### config.mk
export PLATFORM = sky130hd
export DESIGN_NAME = input_debounce
export DESIGN_NICKNAME = d
export VERILOG_FILES = /design/src/rtl/fsm_pkg.sv /design/src/rtl/input_debounce_sync_ff.sv /design/src/rtl/input_debounce.sv
export SDC_FILE = /design/constraint.sdc
export NUM_CORES = 1
export LEC_CHECK = 0
export BUFFER_PORTS_ARGS = -buffer_cell sky130_fd_sc_hd__buf_2
export CAP_MARGIN = 15
export CORE_AREA = 2 2 43 49
export DETAILED_ROUTE_END_ITERATION = 10
export DIE_AREA = 0 0 45 51
export PLACE_DENSITY = 0.47
export SETUP_SLACK_MARGIN = 0.5
export SYNTH_ARGS = -nofsm -noshare
export SYNTH_HDL_FRONTEND = slang
export SYNTH_SLANG_ARGS = --single-unit
### constraint.sdc
create_clock -name clk -period 4.4 [get_ports clk]
set_input_delay 0.88 -clock clk [delete_from_list [all_inputs] [get_ports clk]]
set_output_delay 0.88 -clock clk [all_outputs]
set_load 0.005 [all_outputs]
### src/rtl/fsm_pkg.sv
// Shared state encodings and widths for the input conditioning and FSM layer.
package fsm_pkg;

  typedef enum logic [1:0] {
    STABLE_LO = 2'b00,
    CHK_HI    = 2'b01,
    STABLE_HI = 2'b11,
    CHK_LO    = 2'b10
  } deb_state_e;

  localparam int unsigned GLITCH_CNT_W = 8;

endpackage

### src/rtl/input_debounce_sync_ff.sv
// Plain SYNC_STAGES-deep flop chain bringing an asynchronous line into the clk domain.
module sync_ff #(
  parameter int unsigned SYNC_STAGES = 2,
  parameter logic        RST_LEVEL   = 1'b1
) (
  input  logic clk,
  input  logic rst,
  input  logic d,
  output logic q
);

  logic [SYNC_STAGES-1:0] sync_q;
  logic [SYNC_STAGES-1:0] sync_d;

  always_comb begin
    sync_d = {sync_q[SYNC_STAGES-2:0], d};
  end

  always_ff @(posedge clk or posedge rst) begin
    if (rst) begin
      sync_q <= {SYNC_STAGES{RST_LEVEL}};
    end else begin
      sync_q <= sync_d;
    end
  end

  assign q = sync_q[SYNC_STAGES-1];

endmodule

### src/rtl/input_debounce.sv
// Synchronizes and debounces one raw input into a clean level plus edge strobes.
// Optional glitch counter enabled by defining DEBOUNCE_GLITCH_CNT_EN.
module input_debounce
  import fsm_pkg::*;
#(
  parameter int unsigned SYNC_STAGES   = 2,
  parameter int unsigned STABLE_CYCLES = 4,
  parameter logic        RST_LEVEL     = 1'b1
) (
  input  logic                    clk,
  input  logic                    rst,
  input  logic                    din_raw,
`ifdef DEBOUNCE_GLITCH_CNT_EN
  input  logic                    glitch_clr,
  output logic [GLITCH_CNT_W-1:0] glitch_cnt,
`endif
  output logic                    dout,
  output logic                    rise_pulse,
  output logic                    fall_pulse,
  output logic                    busy
);

  localparam int unsigned CntW = $clog2(STABLE_CYCLES + 1);
  localparam logic [CntW-1:0] CntLast = CntW'(STABLE_CYCLES - 1);
  localparam deb_state_e StRst = RST_LEVEL ? STABLE_HI : STABLE_LO;

  logic s;

  sync_ff #(
    .SYNC_STAGES(SYNC_STAGES),
    .RST_LEVEL  (RST_LEVEL)
  ) u_sync (
    .clk(clk),
    .rst(rst),
    .d  (din_raw),
    .q  (s)
  );

  deb_state_e      state_q, state_d;
  logic [CntW-1:0] cnt_q, cnt_d;
  logic            dout_q, dout_d;
  logic            rise_q, rise_d;
  logic            fall_q, fall_d;
  logic            busy_q, busy_d;
  logic            abort;

  always_comb begin
    state_d = state_q;
    cnt_d   = cnt_q;
    dout_d  = dout_q;
    rise_d  = 1'b0;
    fall_d  = 1'b0;
    abort   = 1'b0;
    unique case (state_q)
      STABLE_LO: begin
        if (s) begin
          state_d = CHK_HI;
          cnt_d   = CntW'(1);
        end else begin
          cnt_d = '0;
        end
      end
      STABLE_HI: begin
        if (!s) begin
          state_d = CHK_LO;
          cnt_d   = CntW'(1);
        end else begin
          cnt_d = '0;
        end
      end
      CHK_HI: begin
        if (!s) begin
          state_d = STABLE_LO;
          cnt_d   = '0;
          abort   = 1'b1;
        end else if (cnt_q == CntLast) begin
          state_d = STABLE_HI;
          cnt_d   = '0;
          dout_d  = 1'b1;
          rise_d  = 1'b1;
        end else begin
          cnt_d = cnt_q + CntW'(1);
        end
      end
      CHK_LO: begin
        if (s) begin
          state_d = STABLE_HI;
          cnt_d   = '0;
          abort   = 1'b1;
        end else if (cnt_q == CntLast) begin
          state_d = STABLE_LO;
          cnt_d   = '0;
          dout_d  = 1'b0;
          fall_d  = 1'b1;
        end else begin
          cnt_d = cnt_q + CntW'(1);
        end
      end
      default: begin
        state_d = StRst;
        cnt_d   = '0;
      end
    endcase
    busy_d = (state_d == CHK_HI) || (state_d == CHK_LO);
  end

  always_ff @(posedge clk or posedge rst) begin
    if (rst) begin
      state_q <= StRst;
      cnt_q   <= '0;
      dout_q  <= RST_LEVEL;
      rise_q  <= 1'b0;
      fall_q  <= 1'b0;
      busy_q  <= 1'b0;
    end else begin
      state_q <= state_d;
      cnt_q   <= cnt_d;
      dout_q  <= dout_d;
      rise_q  <= rise_d;
      fall_q  <= fall_d;
      busy_q  <= busy_d;
    end
  end

  assign dout       = dout_q;
  assign rise_pulse = rise_q;
  assign fall_pulse = fall_q;
  assign busy       = busy_q;

`ifdef DEBOUNCE_GLITCH_CNT_EN
  logic [GLITCH_CNT_W-1:0] glitch_cnt_q, glitch_cnt_d;

  // Clear takes priority over a coincident abort; count saturates at all-ones.
  always_comb begin
    glitch_cnt_d = glitch_cnt_q;
    if (glitch_clr) begin
      glitch_cnt_d = '0;
    end else if (abort && (glitch_cnt_q != '1)) begin
      glitch_cnt_d = glitch_cnt_q + GLITCH_CNT_W'(1);
    end
  end

  always_ff @(posedge clk or posedge rst) begin
    if (rst) begin
      glitch_cnt_q <= '0;
    end else begin
      glitch_cnt_q <= glitch_cnt_d;
    end
  end

  assign glitch_cnt = glitch_cnt_q;
`else
  logic unused_abort;
  assign unused_abort = abort;
`endif

endmodule
==> metrics.cfg, run 1 <==
[sta]
rsz0062_at_grt=false
finalSetupViolations=0
finalHoldViolCount=0
tightest_slew_ns=0.431
max_clock_freq_mhz=557
timing.final.ws_setup_ns=2.61
fin_crit_ns=1.79
finClkSkew_ns=0.00552
min_period_over_period=0.408
relSlewSlack=0.713
maxSlewViolCount=0
whs_ns=0.357
fin_setup_tns_ns=0

[final_layout]
fin_util=0.343
fin_nets=71
area_growth_pct=12.3
antennaDiodeCount=0
final_cells=81
drive_gt1_frac=0.339
fillers=204
final_area_um2=642

[detailed_routing]
drtIter0Drc=10
drc=0
met3_wirelength_um=32
via_count=415
met2_length_um=579
dr.pass1.iters=4
ant_nets=0
routed_wl_um=1090
wire_per_inst_um=13.5
vias_per_cell=5.12
top_layer_used=met4
drt-met1-wl_um=467

[worst_setup_path]
cp_top_family=flip-flops
critical_path.max_stage_delay_ns=0.54
start_kind=register
setup.worst_path.end_class=primary output
crit_arrival_ns=0.91
required_ns=3.52
worstPathMaxFanout=3
worstSetupPathType=register to primary output
worstPathCellList=buf_2
path_buf_inv=1
cp_slowest_cell=dfstp_2

[clocking]
clk_pin_slew_ns=0.08
cts_buffers=3
cts_tree=yes
clockRootBuffer=clkbuf_4
cts_buffer_depth=2
clock-sinks=11
ctsHoldBuffers=0
htree_levels=1
cts_setup_buffers=0
clkLatencyLatePin_ns=0.27
postCtsResizedCells=0

[floorplanning]
start_util=0.305
die_y_um=51
die_w_um=45
ioPinCount=7
rows=17
die-area_um2=2300
core_area_um2=1870

[grt]
first_global_vias=454
grt_overflow_total=0
grt_pass1_wl_um=1910
grt_usage=0.118
grt_max_degree=12
antenna_found_initial=0

[pwr]
ir_drop_v=0.000267
p_leak_nw=0.317
power_density_nw_per_um2=607
total_power_mw=0.390

[placed_design]
place_congestion=0.754
place_hpwl_um=769
dpl_cell_area_um2=614
place_inst=77
place_ws_ns=2.64
io_buffers=6

[yosys]
synth.avg_cell_area_um2=10.8
postSynth.asyncResetShare=1.00
netlist-cell-type-count=26
synth-seq-cells=11
syn_area_um2=572
synth_ff_type=dfrtp_1
syn_inst=53
synth_nets=61
synth-edff-count=0
ys.warnings.count=0
ys_seq_area_frac=0.492

[hold_path]
min_path_type=register to register

[job]
drv_cap=0

[status]
outcome=finished, final reports clean

-- state kept, by name, summed over array words and instances, names as in the netlist --
name	flops
cnt_q	3
state_q	2
u_sync.sync_q	2
busy	1
dout	1
fall_pulse	1
rise_pulse	1
-- per-layer routing --
layer  up-vias  track usage
li1        204            -
met4         0       0.0833
met3         2       0.0318
met1       203        0.132
met5         -            0
met2         6        0.188
-- synth_stat cells, types with 2 or more instances --
library cell | instances | area [um^2]
a21oi_1 | 4 | 20.0
dfrtp_1 | 6 | 150
dfstp_2 | 5 | 131
ha_1 | 5 | 62.6
inv_1 | 4 | 15.0
nand2_1 | 3 | 11.3
nor2_1 | 5 | 18.8
o211ai_1 | 2 | 15.0
o21ai_0 | 2 | 10.0
-- logic make-up after synthesis --
kind of cell / synth area share
and+or+nand+nor: 0.147
buffers and inverters: 0.0525
DFF: 0.492
adders and majority gates: 0.109
xor gates and xnor gates: 0.0153
AOI/OAI and AO/OA: 0.184
-- report_power, final --
| part | total, mW | internal [mW] | switching (mW) |
|---|---|---|---|
| Clock | 0.0702 | 0.0336 | 0.0365 |
| Sequential | 0.149 | 0.132 | 0.0171 |
| Combinational | 0.170 | 0.0722 | 0.0979 |
| Total | 0.390 | 0.238 | 0.152 |
-- layout by cell type (no fill, tap or decap) --
cell type / count
dfrtp_1: 6
buf_2: 6
nor2_1: 5
ha_1: 5
dfstp_2: 5
inv_1: 4
a21oi_1: 4
nand2_1: 3
clkbuf_4: 3
o21ai_0: 2
o211ai_1: 2
and2_1: 1
nor2b_4: 1
nor2_2: 1
inv_2: 1
a2111o_1: 1
o22ai_1: 1
o311a_2: 1
and3b_2: 1
nand2b_1: 1
a21o_1: 1
a31o_2: 1
a31oi_1: 1
o2bb2ai_1: 1
and3_1: 1
xor2_1: 1
nand3_1: 1
clkinv_2: 1
-- final cells by class --
cell class / instances / area, um^2 / share of cell area
Sequential cell: 11 / 282 / 0.439
Multi-Input combinational cell: 36 / 260 / 0.405
Tap cell: 19 / 23.8 / 0.0370
Timing Repair Buffer: 6 / 30.0 / 0.0468
Clock inverter: 1 / 5.00 / 0.00780
Clock buffer: 3 / 22.5 / 0.0351
Inverter: 5 / 18.8 / 0.0292
-- path summary, 6_finish.rpt --
check	start	to	slack [ns]	cells past startpoint
setup / recovery	dout$_DFFE_PP1P_	dout	2.61	1
setup reg to reg	state_q[0]$_DFF_PP1_	busy$_DFF_PP0_	2.63	6
hold / removal	u_sync.sync_q[0]$_DFF_PP1_	u_sync.sync_q[1]$_DFF_PP1_	0.36	0
min in group asynchronous	rst	cnt_q[2]$_DFF_PP0_	0.59	2
hold reg to reg	u_sync.sync_q[0]$_DFF_PP1_	u_sync.sync_q[1]$_DFF_PP1_	0.36	0
max in group asynchronous	rst	dout$_DFFE_PP1P_	3.48	2
Note: power is estimated with default switching activity, not from simulation.
==> run 2: changes to the inputs <==
==> constraint.sdc (replaced) <==
create_clock -name clk -period 1.7 [get_ports clk]
set_input_delay 0.34 -clock clk [delete_from_list [all_inputs] [get_ports clk]]
set_output_delay 0.34 -clock clk [all_outputs]
set_load 0.005 [all_outputs]
==> metrics.cfg, run 2 (synthesis results as in run 1) <==
[status]
outcome=finished, final reports clean

[floorplanning]
die_y_um=51
die_w_um=45
start_util=0.305
rows=17
core_area_um2=1870
die-area_um2=2300
ioPinCount=7

[worst_setup_path]
required_ns=1.86
path_buf_inv=1
critical_path.max_stage_delay_ns=0.57
cp_slowest_cell=dfstp_2
worstSetupPathType=register to register
worstPathMaxFanout=7
setup.worst_path.end_class=register
worstPathCellList=inv_4 -> ha_4 -> a2111o_1 -> o311a_4 -> xor2_1
start_kind=register
cp_top_family=flip-flops
crit_arrival_ns=1.75

[sta]
finalSetupViolations=0
rsz0062_at_grt=true
relSlewSlack=0.708
finClkSkew_ns=0.00437
fin_setup_tns_ns=0
tightest_slew_ns=0.438
timing.final.ws_setup_ns=0.117
whs_ns=0.0504
min_period_over_period=0.931
fin_crit_ns=1.58
max_clock_freq_mhz=632
finalHoldViolCount=0
maxSlewViolCount=0

[final_layout]
multi_input_area_um2=359
top_register=cnt_q
regArea_um2=282
final_cells=92
mostFrequentLayoutCells=buf_4, dfrtp_1, dfstp_2, buf_2
area_growth_pct=47.3
fin_util=0.450
fin_nets=82
top_regs=cnt_q x3, state_q x2, u_sync.sync_q x2
final_area_um2=842
layout_commonest_cell=buf_4
antennaDiodeCount=0
fillers=188
largest_reg_flops=3
drive_gt1_frac=0.630

[hold_path]
min_path_type=input pin to async pin

[detailed_routing]
drc=0
drtIter0Drc=5
vias_per_cell=5.27
ant_nets=0
wire_per_inst_um=13.0
dr.pass1.iters=4
via_count=485
routed_wl_um=1190

[clocking]
ctsHoldBuffers=0
htree_levels=1
clkLatencyLatePin_ns=0.27
clock-sinks=11
cts_buffer_depth=2
cts_tree=yes
cts_buffers=3
clk_pin_slew_ns=0.08
clockRootBuffer=clkbuf_4

[pwr]
p_leak_nw=0.383
swShare=0.376
combPwrFrac=0.596
p_sw_mw=0.536
ir_drop_v=0.000793
cellInternalPower_mw=0.888
clkPwrFrac=0.129
p_seq_frac=0.276
power_density_nw_per_um2=1690
total_power_mw=1.42

[placed_design]
io_buffers=6
place_inst=80
place_ws_ns=0.0611
place_hpwl_um=844
place_congestion=0.745
dpl_cell_area_um2=701

[grt]
grt_max_degree=12
grt_overflow_total=0
grt_pass1_wl_um=2010
first_global_vias=455
grt_usage=0.124
antenna_found_initial=0

[job]
drv_cap=0

[run 2: worst reg2reg max path: cells and delay by family (launching register included)]
| family | cells | cell delay (ns) |
|---|---|---|
| DFF | 1 | 0.57 |
| AOI/OAI and AO/OA | 2 | 0.52 |
| adders and majority gates | 1 | 0.19 |
| xor gates and xnor gates | 1 | 0.14 |
| buffers and inverters | 1 | 0.06 |
[run 2: power groups by stage]
| stage | clock [mW] | combinational (mW) | sequential (mW) |
|---|---|---|---|
| detailed placement | 0 | 0.620 | 0.400 |
| floorplan | 0 | 0.485 | 0.401 |
| global placement | 0 | 0.628 | 0.401 |
| global route | 0.203 | 0.924 | 0.401 |
| CTS | 0.190 | 0.790 | 0.391 |
| finish | 0.183 | 0.848 | 0.393 |
[run 2: what timing repair did]
item	4_1_cts	5_1_grt
pin swaps	12	6
setup endpoints to repair	8	8
setup buffers	6	2
gates resized for setup	7	5
[run 2: routing by layer]
layer  vias up  track usage  share of wire
met5         -            0              0
met4         0       0.0294         0.0092
met3         2       0.0636          0.046
met2        11        0.202           0.55
met1       244        0.141           0.40
li1        228            -              -
[run 2: worst paths after layout]
path / startpoint / end / slack (ns) / depth (start not counted)
min in group clk: din_raw / u_sync.sync_q[0]$_DFF_PP1_ / 0.16 / 1
min reg2reg: u_sync.sync_q[0]$_DFF_PP1_ / u_sync.sync_q[1]$_DFF_PP1_ / 0.36 / 0
max in group asynchronous: rst / dout$_DFFE_PP1P_ / 1.31 / 2
min: rst / busy$_DFF_PP0_ / 0.05 / 2
max: state_q[1]$_DFF_PP1_ / busy$_DFF_PP0_ / 0.12 / 5
max reg2reg: state_q[1]$_DFF_PP1_ / busy$_DFF_PP0_ / 0.12 / 5
[run 2: cell type report]
cell class / count / area share
Inverter: 5 / 0.0282
Multi-Input combinational cell: 36 / 0.426
Sequential cell: 11 / 0.334
Timing Repair Buffer: 17 / 0.150
Tap cell: 19 / 0.0282
Clock inverter: 1 / 0.00594
Clock buffer: 3 / 0.0267
